===== src/rtl/pwm_capture.sv =====
// Servo PWM receiver: measures the synchronized high time of pwm_in and recovers
// the 8-bit position code, with lock tracking and runt/overrun error strobes.
module pwm_capture #(
  parameter int MIN_CYCLES     = 50000,
  parameter int STEP_CYCLES    = 196,
  parameter int MAX_CYCLES     = 150000,
  parameter int TIMEOUT_CYCLES = 1500000
) (
  input  logic       sys_clk,
  input  logic       reset,
  input  logic       pwm_in,
  output logic [7:0] pos,
  output logic       pos_valid,
  output logic       locked,
  output logic       err
);

  localparam int CW = $clog2(MAX_CYCLES + 1);
  localparam int SW = $clog2(STEP_CYCLES + 1);
  localparam int TW = $clog2(TIMEOUT_CYCLES + 1);

  typedef enum logic [2:0] {
    IDLE,
    ARMED,
    HIGH_MIN,
    HIGH_STEP,
    OVERRUN
  } state_e;

  state_e        state_q;
  logic          s1_q, s2_q, s3_q;
  logic [CW-1:0] cnt_q;
  logic [SW-1:0] step_q;
  logic [7:0]    code_q;
  logic [7:0]    pos_q;
  logic          pos_valid_q, err_q, locked_q;
  logic [TW-1:0] tmo_q, tmo_d;
  logic          locked_d;

  logic          rise, fall, decode;
  logic [CW:0]   cnt_inc;
  logic [SW:0]   step_inc;

  assign rise     = s2_q & ~s3_q;
  assign fall     = ~s2_q & s3_q;
  assign decode   = (state_q == HIGH_STEP) && fall;
  assign cnt_inc  = {1'b0, cnt_q} + (CW+1)'(1);
  assign step_inc = {1'b0, step_q} + (SW+1)'(1);

  // NOTE: the synchronizer resets to 1 so a line that is already high when reset
  // releases looks like a pulse in progress, and IDLE waits for a genuine low.
  always_ff @(posedge sys_clk or negedge reset) begin
    if (!reset) begin
      s1_q <= 1'b1;
      s2_q <= 1'b1;
      s3_q <= 1'b1;
    end else begin
      // NOTE: non-blocking assignments make every flop sample the old value of its
      // neighbour, which is what turns these three lines into a shift chain.
      s1_q <= pwm_in;
      s2_q <= s1_q;
      s3_q <= s2_q;
    end
  end

  always_ff @(posedge sys_clk or negedge reset) begin
    if (!reset) begin
      state_q     <= IDLE;
      cnt_q       <= '0;
      step_q      <= '0;
      code_q      <= '0;
      pos_q       <= '0;
      pos_valid_q <= 1'b0;
      err_q       <= 1'b0;
    end else begin
      pos_valid_q <= 1'b0;
      err_q       <= 1'b0;
      case (state_q)
        IDLE: if (!s2_q) state_q <= ARMED;
        ARMED: begin
          if (rise) begin
            // The rise cycle is itself the first high cycle, so cnt holds W at fall.
            cnt_q   <= CW'(1);
            step_q  <= '0;
            code_q  <= '0;
            state_q <= HIGH_MIN;
          end
        end
        HIGH_MIN: begin
          if (fall) begin
            err_q   <= 1'b1;
            state_q <= ARMED;
          end else begin
            cnt_q <= cnt_inc[CW-1:0];
            if (cnt_inc == (CW+1)'(MIN_CYCLES)) begin
              step_q  <= '0;
              code_q  <= '0;
              state_q <= HIGH_STEP;
            end
          end
        end
        HIGH_STEP: begin
          if (fall) begin
            pos_q       <= code_q;
            pos_valid_q <= 1'b1;
            state_q     <= ARMED;
          end else if (cnt_inc > (CW+1)'(MAX_CYCLES)) begin
            err_q   <= 1'b1;
            state_q <= OVERRUN;
          end else begin
            cnt_q <= cnt_inc[CW-1:0];
            if (step_inc == (SW+1)'(STEP_CYCLES)) begin
              step_q <= '0;
              if (code_q != 8'hFF) code_q <= code_q + 8'd1;
            end else begin
              step_q <= step_inc[SW-1:0];
            end
          end
        end
        OVERRUN: if (!s2_q) state_q <= ARMED;
        default: state_q <= IDLE;
      endcase
    end
  end

  // NOTE: every always_comb output gets a default first so no path can infer a latch.
  always_comb begin
    tmo_d    = tmo_q;
    locked_d = locked_q;
    if (decode) begin
      tmo_d = '0;
    end else if (tmo_q != TW'(TIMEOUT_CYCLES)) begin
      tmo_d = tmo_q + TW'(1);
    end
    if (decode) begin
      locked_d = 1'b1;
    end else if (tmo_d == TW'(TIMEOUT_CYCLES)) begin
      locked_d = 1'b0;
    end
  end

  always_ff @(posedge sys_clk or negedge reset) begin
    if (!reset) begin
      tmo_q    <= '0;
      locked_q <= 1'b0;
    end else begin
      tmo_q    <= tmo_d;
      locked_q <= locked_d;
    end
  end

  assign pos       = pos_q;
  assign pos_valid = pos_valid_q;
  assign locked    = locked_q;
  assign err       = err_q;

endmodule

===== config.mk =====
export PLATFORM = sky130hd
export DESIGN_NAME = pwm_capture
export DESIGN_NICKNAME = d
export VERILOG_FILES = /design/src/rtl/pwm_capture.sv
export SDC_FILE = /design/constraint.sdc
export NUM_CORES = 1
export LEC_CHECK = 0
export CAP_MARGIN = 20
export CORE_ASPECT_RATIO = 1.2
export CORE_MARGIN = 4
export CORE_UTILIZATION = 35
export CTS_CLUSTER_DIAMETER = 50
export DETAILED_ROUTE_END_ITERATION = 6
export MAX_ROUTING_LAYER = met4
export PLACE_DENSITY_LB_ADDON = 0.12
export SLEW_MARGIN = 20
export SYNTH_ARGS = -nofsm -noshare
export SYNTH_HDL_FRONTEND = slang
export SYNTH_SLANG_ARGS = --single-unit

===== constraint.sdc =====
create_clock -name sys_clk -period 4.55 [get_ports sys_clk]
set_input_delay 0.455 -clock sys_clk [delete_from_list [all_inputs] [get_ports sys_clk]]
set_output_delay 0.455 -clock sys_clk [all_outputs]
set_load 0.02 [all_outputs]

== Word level (Yosys, flattened, before mapping) ==
Index checks and enable logic that the tools add are counted.
Operators by class
  add/subtract/negate cells: 4
  $lt $le $gt $ge: 1
  eq/ne operators: 19
  muxes and demuxes: 33
  bitwise gates (word level): 4
  reduce and logical (&&, ||, !) cells: 10
Operators by type and width (count)
  $mux W8: 10
  $mux W18: 4
  $pmux W18 S3: 1
  $pmux W8 S3: 2
  $mux W21: 2
  $add A21 B1 Y21 const B: 1
  $eq A21 B21 Y1 const B: 1
  $ne A21 B21 Y1 const B: 1
  $add A18 B1 Y19 const B: 1
  $eq A19 B16 Y1 const B: 1
  $gt A19 B18 Y1 const B: 1
  $mux W3: 6
  $ne A2 B2 Y1 const B: 6
  $pmux W3 S4: 1
  $add A8 B1 Y9 const B: 1
  $eq A9 B8 Y1 const B: 1
  $add A8 B1 Y8 const B: 1
  $ne A8 B8 Y1 const B: 1
  $reduce_and A8 Y1: 1
  $eq A3 B2 Y1 const B: 2
  $mux W1: 6
  $reduce_and A6 Y1: 1
  $reduce_and A5 Y1: 1
  $ne A2 B1 Y1 const B: 2
  14 further kinds: 16
Word-level totals
  register bits: 72
  bits of input ports: 3
  output and inout port bits: 11
  word-level logic and storage cells: 83

== Logic depth before layout (Yosys ltp) ==
Gate-level depths: netlist of run 1.
  depth after elaboration: 7
  mapped depth: 12
  gate-level depth less buffers: 10

== Least setup slack after synthesis of run 1 ==
Ideal clock, no wire load.
  path type: reg2reg
  start: register cnt_q[0]
  end: register code_q[0]
  setup time: 128 ps
  arrival: 2844 ps
  data required time: 4422 ps
  slack: 1579 ps
  stages on the path, launching flop included: 11
  path buffers: 1
  period minus slack after synthesis: 2971 ps
  cell sequence: dfrtp_1 -> ha_1 -> nand3_1 -> nor4_2 -> buf_2 -> nand3_1 -> a311o_1 -> o31ai_2 -> a21oi_2 -> nor3_4 -> mux2_1
Between the ends
  cells in the longest elaborated chain, start to end: 4
  elaborated cells between the ends (all ways): 6
  those cells by class: 1 x add/sub; 1 x order compare; 3 x eq/ne; 1 x reduce/logical
RTL lines
  from (decl): line 32  | logic [CW-1:0] cnt_q;
  from (signal assigned): line 94  | cnt_q <= cnt_inc[CW-1:0];
  from (signal assigned): line 111  | cnt_q <= cnt_inc[CW-1:0];
  $add A18 B1 Y19 *: line 47  | assign cnt_inc = {1'b0, cnt_q} + (CW+1)'(1);
  $gt A19 B18 Y1 or $eq A19 B16 Y1 (tied branches): line 107, 95
  $ne A2 B2 Y1 (no source line)
  $reduce_and A8 Y1 (no source line) *
  to (signal assigned): line 114  | if (code_q != 8'hFF) code_q <= code_q + 8'd1;
  to (decl): line 34  | logic [7:0] code_q;
Every way passes the cells marked *; elsewhere a longest branch is shown, timed or not.
A chain may end at the register's enable or synchronous reset.

== Worst setup path after layout of run 1 ==
Ends and elaborated chain as after synthesis.

==> results of run 1 <==
-- synth_stat cells (all sizes together), types with 5 or more instances --
| master | n |
|---|---|
| nand3 | 28 |
| inv | 23 |
| a31oi | 7 |
| or2 | 5 |
| xnor2 | 18 |
| or3 | 8 |
| clkbuf | 12 |
| xor2 | 6 |
| and3 | 11 |
| nand2b | 12 |
| o31ai | 19 |
| ha | 5 |
| nor2 | 57 |
| buf | 10 |
| o21ai | 43 |
| nand4 | 11 |
| nor4 | 9 |
| mux2 | 9 |
| a21oi | 13 |
| nand2 | 32 |
| dfrtp | 69 |
| nor3 | 10 |
-- sequential cells by signal (all words and copies together), names as in the netlist --
name       cells
state_q        3
code_q         8
pos_valid      1
s2_q           1
err            1
locked         1
cnt_q         18
s3_q           1
tmo_q         21
pos            8
s1_q           1
step_q         8
-- cell families (layout without fill, tap and decap cells) --
| group | count (synthesis) | in the layout | share of synthesized area (%) |
|---|---|---|---|
| and+or+nand+nor | 202 | 202 | 25.2 |
| DFF | 72 | 72 | 43.2 |
| buffers and inverters | 45 | 58 | 4.67 |
| muxes | 12 | 12 | 3.14 |
| xor gates and xnor gates | 24 | 24 | 5.03 |
| adders and majority gates | 5 | 5 | 1.50 |
| AOI/OAI and AO/OA | 108 | 108 | 17.4 |
-- cell type report --
type	instances	area [um^2]
Fill cell	1178	6880
Multi-Input combinational cell	351	2180
Sequential cell	72	1810
Clock buffer	10	229
Tap cell	157	196
Timing Repair Buffer	19	173
Inverter	23	86.3
Clock inverter	6	68.8
-- through the flow --
| stage | std cells | hold slack (ns) | total power, mW |
|---|---|---|---|
| after CTS | 638 | 0.306 | 2.27 |
| after global placement | 622 | 0.350 | 1.53 |
| after detailed placement | 622 | 0.349 | 1.55 |
| final | 638 | 0.252 | 2.25 |
| after floorplan | 468 | 0.159 | 1.35 |
| after global routing | 638 | 0.361 | 2.40 |
-- power groups by stage --
stage | clock (mW) | sequential (mW) | combinational, mW
after global routing | 0.763 | 0.895 | 0.745
after detailed placement | 0 | 0.886 | 0.664
final | 0.710 | 0.875 | 0.660
after CTS | 0.732 | 0.875 | 0.667
after global placement | 0 | 0.880 | 0.652
after floorplan | 0 | 0.876 | 0.474
-- final timing paths --
check	end	cells after the start
setup / recovery	code_q[0]$_DFFE_PN0P_	11
hold / removal	code_q[4]$_DFFE_PN0P_	1
setup reg to reg	code_q[0]$_DFFE_PN0P_	11
hold reg to reg	s2_q$_DFF_PN1_	0
max in group asynchronous	err$_DFF_PN0_	1
min in group sys_clk	s2_q$_DFF_PN1_	0
-- metal layers --
layer | vias to the layer above | part of all wire, % | global-route usage [%]
met5 | - | 0 | -
met4 | 0 | 1.7 | 5.65
met3 | 10 | 2.3 | 2.32
met2 | 43 | 48 | 24.2
met1 | 1682 | 48 | 19.4
li1 | 1712 | - | -
==> results.sh, run 1 <==
export IMPL_outcome="finished clean"
export IMPL_synth_sequential_area_ratio_pct=43.2
export IMPL_boundaryPins=14
export IMPL_die_x_um=108
export IMPL_synth_area_mm2=0.00418
export IMPL_max_slew_margin_pct=38.1
export IMPL_worst_ir_drop_vdd_v=0.000210
export IMPL_dp_slack_ns=1.14
export IMPL_wl_per_instance_um=14.8
export IMPL_detailroute_via_count=3447
export IMPL_pwr_share_comb_pct=29.4
export IMPL_cts_htree_levels=3
export IMPL_netlist_area_leader_share_pct=41.3
export IMPL_synth_flop_cell="dfrtp_1"
export IMPL_cts_reportedPaths_clkPinSlew_ns=0.06
export IMPL_final_critical_path_setup_slack_ns=1.14
export IMPL_timing_critical_path_mode_cell="buf_4"
export IMPL_maxCapViolCount=0
export IMPL_placement_cell_area_mm2=0.00445
export IMPL_synthesis_nets=476
export IMPL_grt_first_pass_wirelength_um=16500
export IMPL_ratio_of_final_minimum_period_to_clock_period_pct=74.9
export IMPL_crit_slowest_cell="or3b_2"
export IMPL_row_count=43
export IMPL_ctsRootBufferMaster="clkbuf_16"
export IMPL_regToRegStartpoint="cnt_q[0]$_DFFE_PN0P_"
export IMPL_cp_cell_sequence="ha_1 -> nand3_1 -> nor4_2 -> buf_4 -> or3b_2 -> a311o_1 -> o31ai_2 -> a21oi_2 -> buf_4 -> nor3_4 -> mux2_1"
export IMPL_cpPeakStageDelay_ns=0.47
export IMPL_clock_tree_from_tritoncts="yes"
export IMPL_antenna_left=0
export IMPL_p_per_area_mw_per_mm2=473
export IMPL_ff2ff_setup_slack_ns=1.14
export IMPL_cts_inserted_buffers=9
export IMPL_postCtsSetupRepairBufs=0
export IMPL_rsz_0062_raised_after_global_routing="false"
export IMPL_drc=0
export IMPL_postLayoutCellArea_mm2=0.00474
export IMPL_vias_per_cell=5.40
export IMPL_worst_clock_skew_ns=0.0112
export IMPL_most_frequent_cells_in_the_layout="dfrtp_1, nor2_1, nand2_1, o21ai_0, nand3_1"
export IMPL_buffers_and_inverters_on_the_worst_path=2
export IMPL_effective_utilization_at_floorplan_pct=36.0
export IMPL_fp_coreArea_mm2=0.0116
export IMPL_dieArea_mm2=0.0138
export IMPL_hold_path_class="in2async"
export IMPL_power_frac_seq_pct=39.0
export IMPL_layout_nets=484
export IMPL_maximum_buffer_depth_of_the_clock_tree=2
export IMPL_synth_edf_count=0
export IMPL_hold_viol_final=0
export IMPL_syn2layout_area_growth_pct=13.4
export IMPL_yosysWarnings=0
export IMPL_critPathTopFamily="simple AND/OR/NAND/NOR gates"
export IMPL_place_gp_congestion=0.809
export IMPL_power_static_leakage_nw=1.86
export IMPL_drt_pre_antenna_iters=4
export IMPL_layout_drive_gt1_share_pct=10.4
export IMPL_track_usage_pct=15.1
export IMPL_detailedPlacementHpwl_um=6420
export IMPL_end_kind="flip-flop"
export IMPL_max_freq_mhz=294
export IMPL_post_cts_resized_instances=0
export IMPL_final_util_pct=40.8
export IMPL_post_synth_num_cell_types=64
export IMPL_part_of_the_total_power_dissipated_in_the_clock_network_pct=31.6
export IMPL_initialDrtViolationCount=168
export IMPL_startpoint="cnt_q[0]$_DFFE_PN0P_"
export IMPL_syn_mean_instance_area_um2=8.94
export IMPL_buffer_ports_inserted=13
export IMPL_worst_skew_pair_late_latency_ns=0.34
export IMPL_arrival_ns=3.62
export IMPL_clock_sinks=72
export IMPL_max_transition_viols_final=0
export IMPL_critPathKind="reg2reg"
export IMPL_max_slew_worst_pin_slew_ns=0.928
export IMPL_sw_frac_of_total_pct=36.4
export IMPL_internal_power_mw=1.43
export IMPL_switching_power_mw=0.816
export IMPL_grt_ovfl_total=0
export IMPL_ys_top_cells_by_area="dfrtp_1, nor2_1, xnor2_1, o21ai_0, nand3_1"
export IMPL_critPathMaxFanout=31
export IMPL_synth_top_area_cell="dfrtp_1"
export IMPL_commonest_non_fill_non_tap_cell_in_the_layout="dfrtp_1"
export IMPL_number_of_diodes=0
export IMPL_setup_violations_final=0
export IMPL_async_flop_share_pct=100
export IMPL_postSynthCellCount=468
export IMPL_first_global_vias=3343
export IMPL_largest_net_degree_at_the_start_of_global_routing=73
export IMPL_critPathRequiredTime_ns=4.77
export IMPL_ys_seq_elements=72
export IMPL_startpoint_type="flip-flop"
export IMPL_die_h_um=128
export IMPL_number_of_antenna_violations_at_the_first_check_in_global_routing=0
export IMPL_total_routed_wirelength_um=9470
export IMPL_timing_final_crit_period_ns=3.41
export IMPL_timing_setup_tns_ns=0
export IMPL_postCtsHoldBufs=0
(Power assumes the default switching activity.)
==> inputs of run 2 (changes only) <==
- clock period: 4.55 -> 2.76 ns (I/O delays scaled with it)
==> run 2 against run 1 <==
- the run now ends with setup timing left
- combinational power increased to 2.6 times the previous value
- hold slack worse by 0.18 ns
- power rose by 94%
- sequential share of layout area is 5.7 points lower
- utilization grew 7.4 points
- final cell count rose by 10%
- routed wire length is 12% higher
- die area is the same
- clock power increased by 75%
- critical path type unchanged
- critical endpoint is now cnt_q[10]$_DFFE_PN0P_
==> results.sh, run 2 (synthesis gave the netlist of run 1 again) <==
export IMPL_post_layout_nonfiller_instances=703
export IMPL_layout_nets=549
export IMPL_crit_slowest_cell="dfrtp_2"
export IMPL_critPathRequiredTime_ns=3.02
export IMPL_worst_r2r_cell_count=11
export IMPL_dp_slack_ns=-0.229
export IMPL_arrival_ns=3.13
export IMPL_failing_checks="setup timing"
export IMPL_first_global_vias=3698
export IMPL_outcome="finished with violations"
export IMPL_maxCapViolCount=0
export IMPL_track_usage_pct=16.7
export IMPL_cp_depth=11
export IMPL_hold_viol_final=0
export IMPL_max_transition_viols_final=0
export IMPL_clock_tree_from_tritoncts="yes"
export IMPL_buffers_and_inverters_on_the_worst_path=3
export IMPL_row_count=43
export IMPL_timing_setup_tns_ns=-1.47
export IMPL_maximum_buffer_depth_of_the_clock_tree=2
export IMPL_final_util_pct=48.2
export IMPL_max_slew_margin_pct=39.4
export IMPL_fillCellCount=1115
export IMPL_timing_final_crit_period_ns=2.87
export IMPL_largest_net_degree_at_the_start_of_global_routing=73
export IMPL_max_slew_worst_pin_slew_ns=0.909
export IMPL_place_gp_congestion=0.861
export IMPL_layout_drive_gt1_share_pct=27.7
export IMPL_postCtsHoldBufs=0
export IMPL_critPathTopFamily="simple AND/OR/NAND/NOR gates"
export IMPL_most_frequent_cells_in_the_layout="dfrtp_1, buf_4, nor2_1, nand2_1, nand3_1"
export IMPL_report_power_total_mw=4.35
export IMPL_boundaryPins=14
export IMPL_wl_per_instance_um=15.1
export IMPL_grt_first_pass_wirelength_um=18100
export IMPL_fp_coreArea_mm2=0.0116
export IMPL_cts_reportedPaths_clkPinSlew_ns=0.06
export IMPL_clock_sinks=72
export IMPL_end_kind="flip-flop"
export IMPL_worst_ir_drop_vdd_v=0.000481
export IMPL_startpoint_type="flip-flop"
export IMPL_dieArea_mm2=0.0138
export IMPL_worst_skew_pair_late_latency_ns=0.33
export IMPL_worst_clock_skew_ns=0.00793
export IMPL_seqCellArea_mm2=0.00181
export IMPL_grt_ovfl_total=0
export IMPL_largest_register="tmo_q"
export IMPL_largest_register_ffs=21
export IMPL_number_of_antenna_violations_at_the_first_check_in_global_routing=0
export IMPL_total_routed_wirelength_um=10600
export IMPL_syn2layout_area_growth_pct=33.9
export IMPL_initialDrtViolationCount=172
export IMPL_cp_cell_sequence="nand4_2 -> or3_4 -> a2111o_1 -> or3b_4 -> o31ai_4 -> a21oi_2 -> buf_4 -> or2_4 -> buf_12 -> buf_16 -> o21ai_1"
export IMPL_cts_inserted_buffers=9
export IMPL_final_critical_path_setup_slack_ns=-0.107
export IMPL_critPathKind="reg2reg"
export IMPL_max_freq_mhz=349
export IMPL_setup_violations_final=20
export IMPL_buffer_ports_inserted=13
export IMPL_rsz_0062_raised_after_global_routing="true"
export IMPL_drc=0
export IMPL_number_of_diodes=0
export IMPL_ctsRootBufferMaster="clkbuf_16"
export IMPL_hold_path_class="in2async"
export IMPL_effective_utilization_at_floorplan_pct=36.0
export IMPL_cts_htree_levels=3
export IMPL_detailedPlacementHpwl_um=7140
export IMPL_top_regs="tmo_q: 21 flops, cnt_q: 18 flops"
export IMPL_dp_cells=675
export IMPL_vias_per_cell=5.31
export IMPL_critPathMaxFanout=7
export IMPL_cpPeakStageDelay_ns=0.42
export IMPL_ratio_of_final_minimum_period_to_clock_period_pct=104
export IMPL_p_per_area_mw_per_mm2=776
export IMPL_die_x_um=108
export IMPL_total_area_of_multi_input_combinational_cells_mm2=0.00242
export IMPL_drt_pre_antenna_iters=4
export IMPL_commonest_non_fill_non_tap_cell_in_the_layout="dfrtp_1"
export IMPL_detailroute_via_count=3731
export IMPL_antenna_left=0
export IMPL_power_static_leakage_nw=2.29
export IMPL_die_h_um=128
-- run 2: cell types whose count changed in the layout (fill, tap and decap cells not counted), moves of 3 or more --
cell	before	now
o31ai_1	15	7
o21ai_0	28	22
buf_12	0	3
buf_6	0	10
dfrtp_2	0	4
dfrtp_1	69	65
o21ai_2	0	6
o31ai_4	0	6
buf_4	7	57
-- run 2: routing by layer --
layer,track usage [%],wire [um],vias up
li1,-,-,1854
met5,-,0,-
met2,27.4,5270,37
met4,5.35,199,0
met3,3.78,229,14
met1,20.5,4920,1826
-- run 2: path summary, 6_finish.rpt --
path,start,endpoint,slack [ns]
worst max-delay path,cnt_q[1]$_DFFE_PN0P_,cnt_q[10]$_DFFE_PN0P_,-0.11
worst min-delay path,reset,pos[1]$_DFFE_PN0P_,0.08
worst max register to register,cnt_q[1]$_DFFE_PN0P_,cnt_q[10]$_DFFE_PN0P_,-0.11
worst min register to register,s1_q$_DFF_PN1_,s2_q$_DFF_PN1_,0.36
max in group asynchronous,reset,cnt_q[1]$_DFFE_PN0P_,2.06
min in group sys_clk,s1_q$_DFF_PN1_,s2_q$_DFF_PN1_,0.36
-- run 2: worst reg2reg max path, cell delays in order (launching register included) --
cell and delay [ns]:
dfrtp_2 0.42, nand4_2 0.12, or3_4 0.41, a2111o_1 0.39, or3b_4 0.41, o31ai_4 0.19, a21oi_2 0.07, buf_4 0.14
or2_4 0.25, buf_12 0.13, buf_16 0.14, o21ai_1 0.12
-- run 2: final cells by class --
| cell class | count | area share (%) |
|---|---|---|
| clock inverter | 5 | 1.14 |
| timing repair buffer | 84 | 13.8 |
| multi-input combinational | 351 | 43.2 |
| inverter | 23 | 1.54 |
| clock buffer | 11 | 4.51 |
| tap | 157 | 3.51 |
| sequential | 72 | 32.3 |
-- run 2: per-stage QoR --
step           hold WS, ns  area (um^2)
3_3_place_gp         0.348         4880
5_1_grt              0.160         5600
3_5_place_dp         0.351         4880
6_report            0.0764         5600
2_1_floorplan      -0.0196         4200
4_1_cts              0.121         5420
-- run 2: timing repair --
| action | CTS | global route |
|---|---|---|
| gates cloned | 1 | 1 |
| endpoints found under the setup margin | 32 | 34 |
| pin swaps | 2 | 4 |
| buffers inserted | 6 | 4 |
| gates resized for setup | 32 | 29 |
| hold endpoints to repair | 0 | 0 |
-- run 2: report_power, final --
| part | internal, mW | total (mW) | switching [mW] |
|---|---|---|---|
| registers | 1.24 | 1.42 | 0.176 |
| logic | 0.786 | 1.69 | 0.908 |
| clock network | 0.756 | 1.24 | 0.483 |
| total | 2.78 | 4.35 | 1.57 |
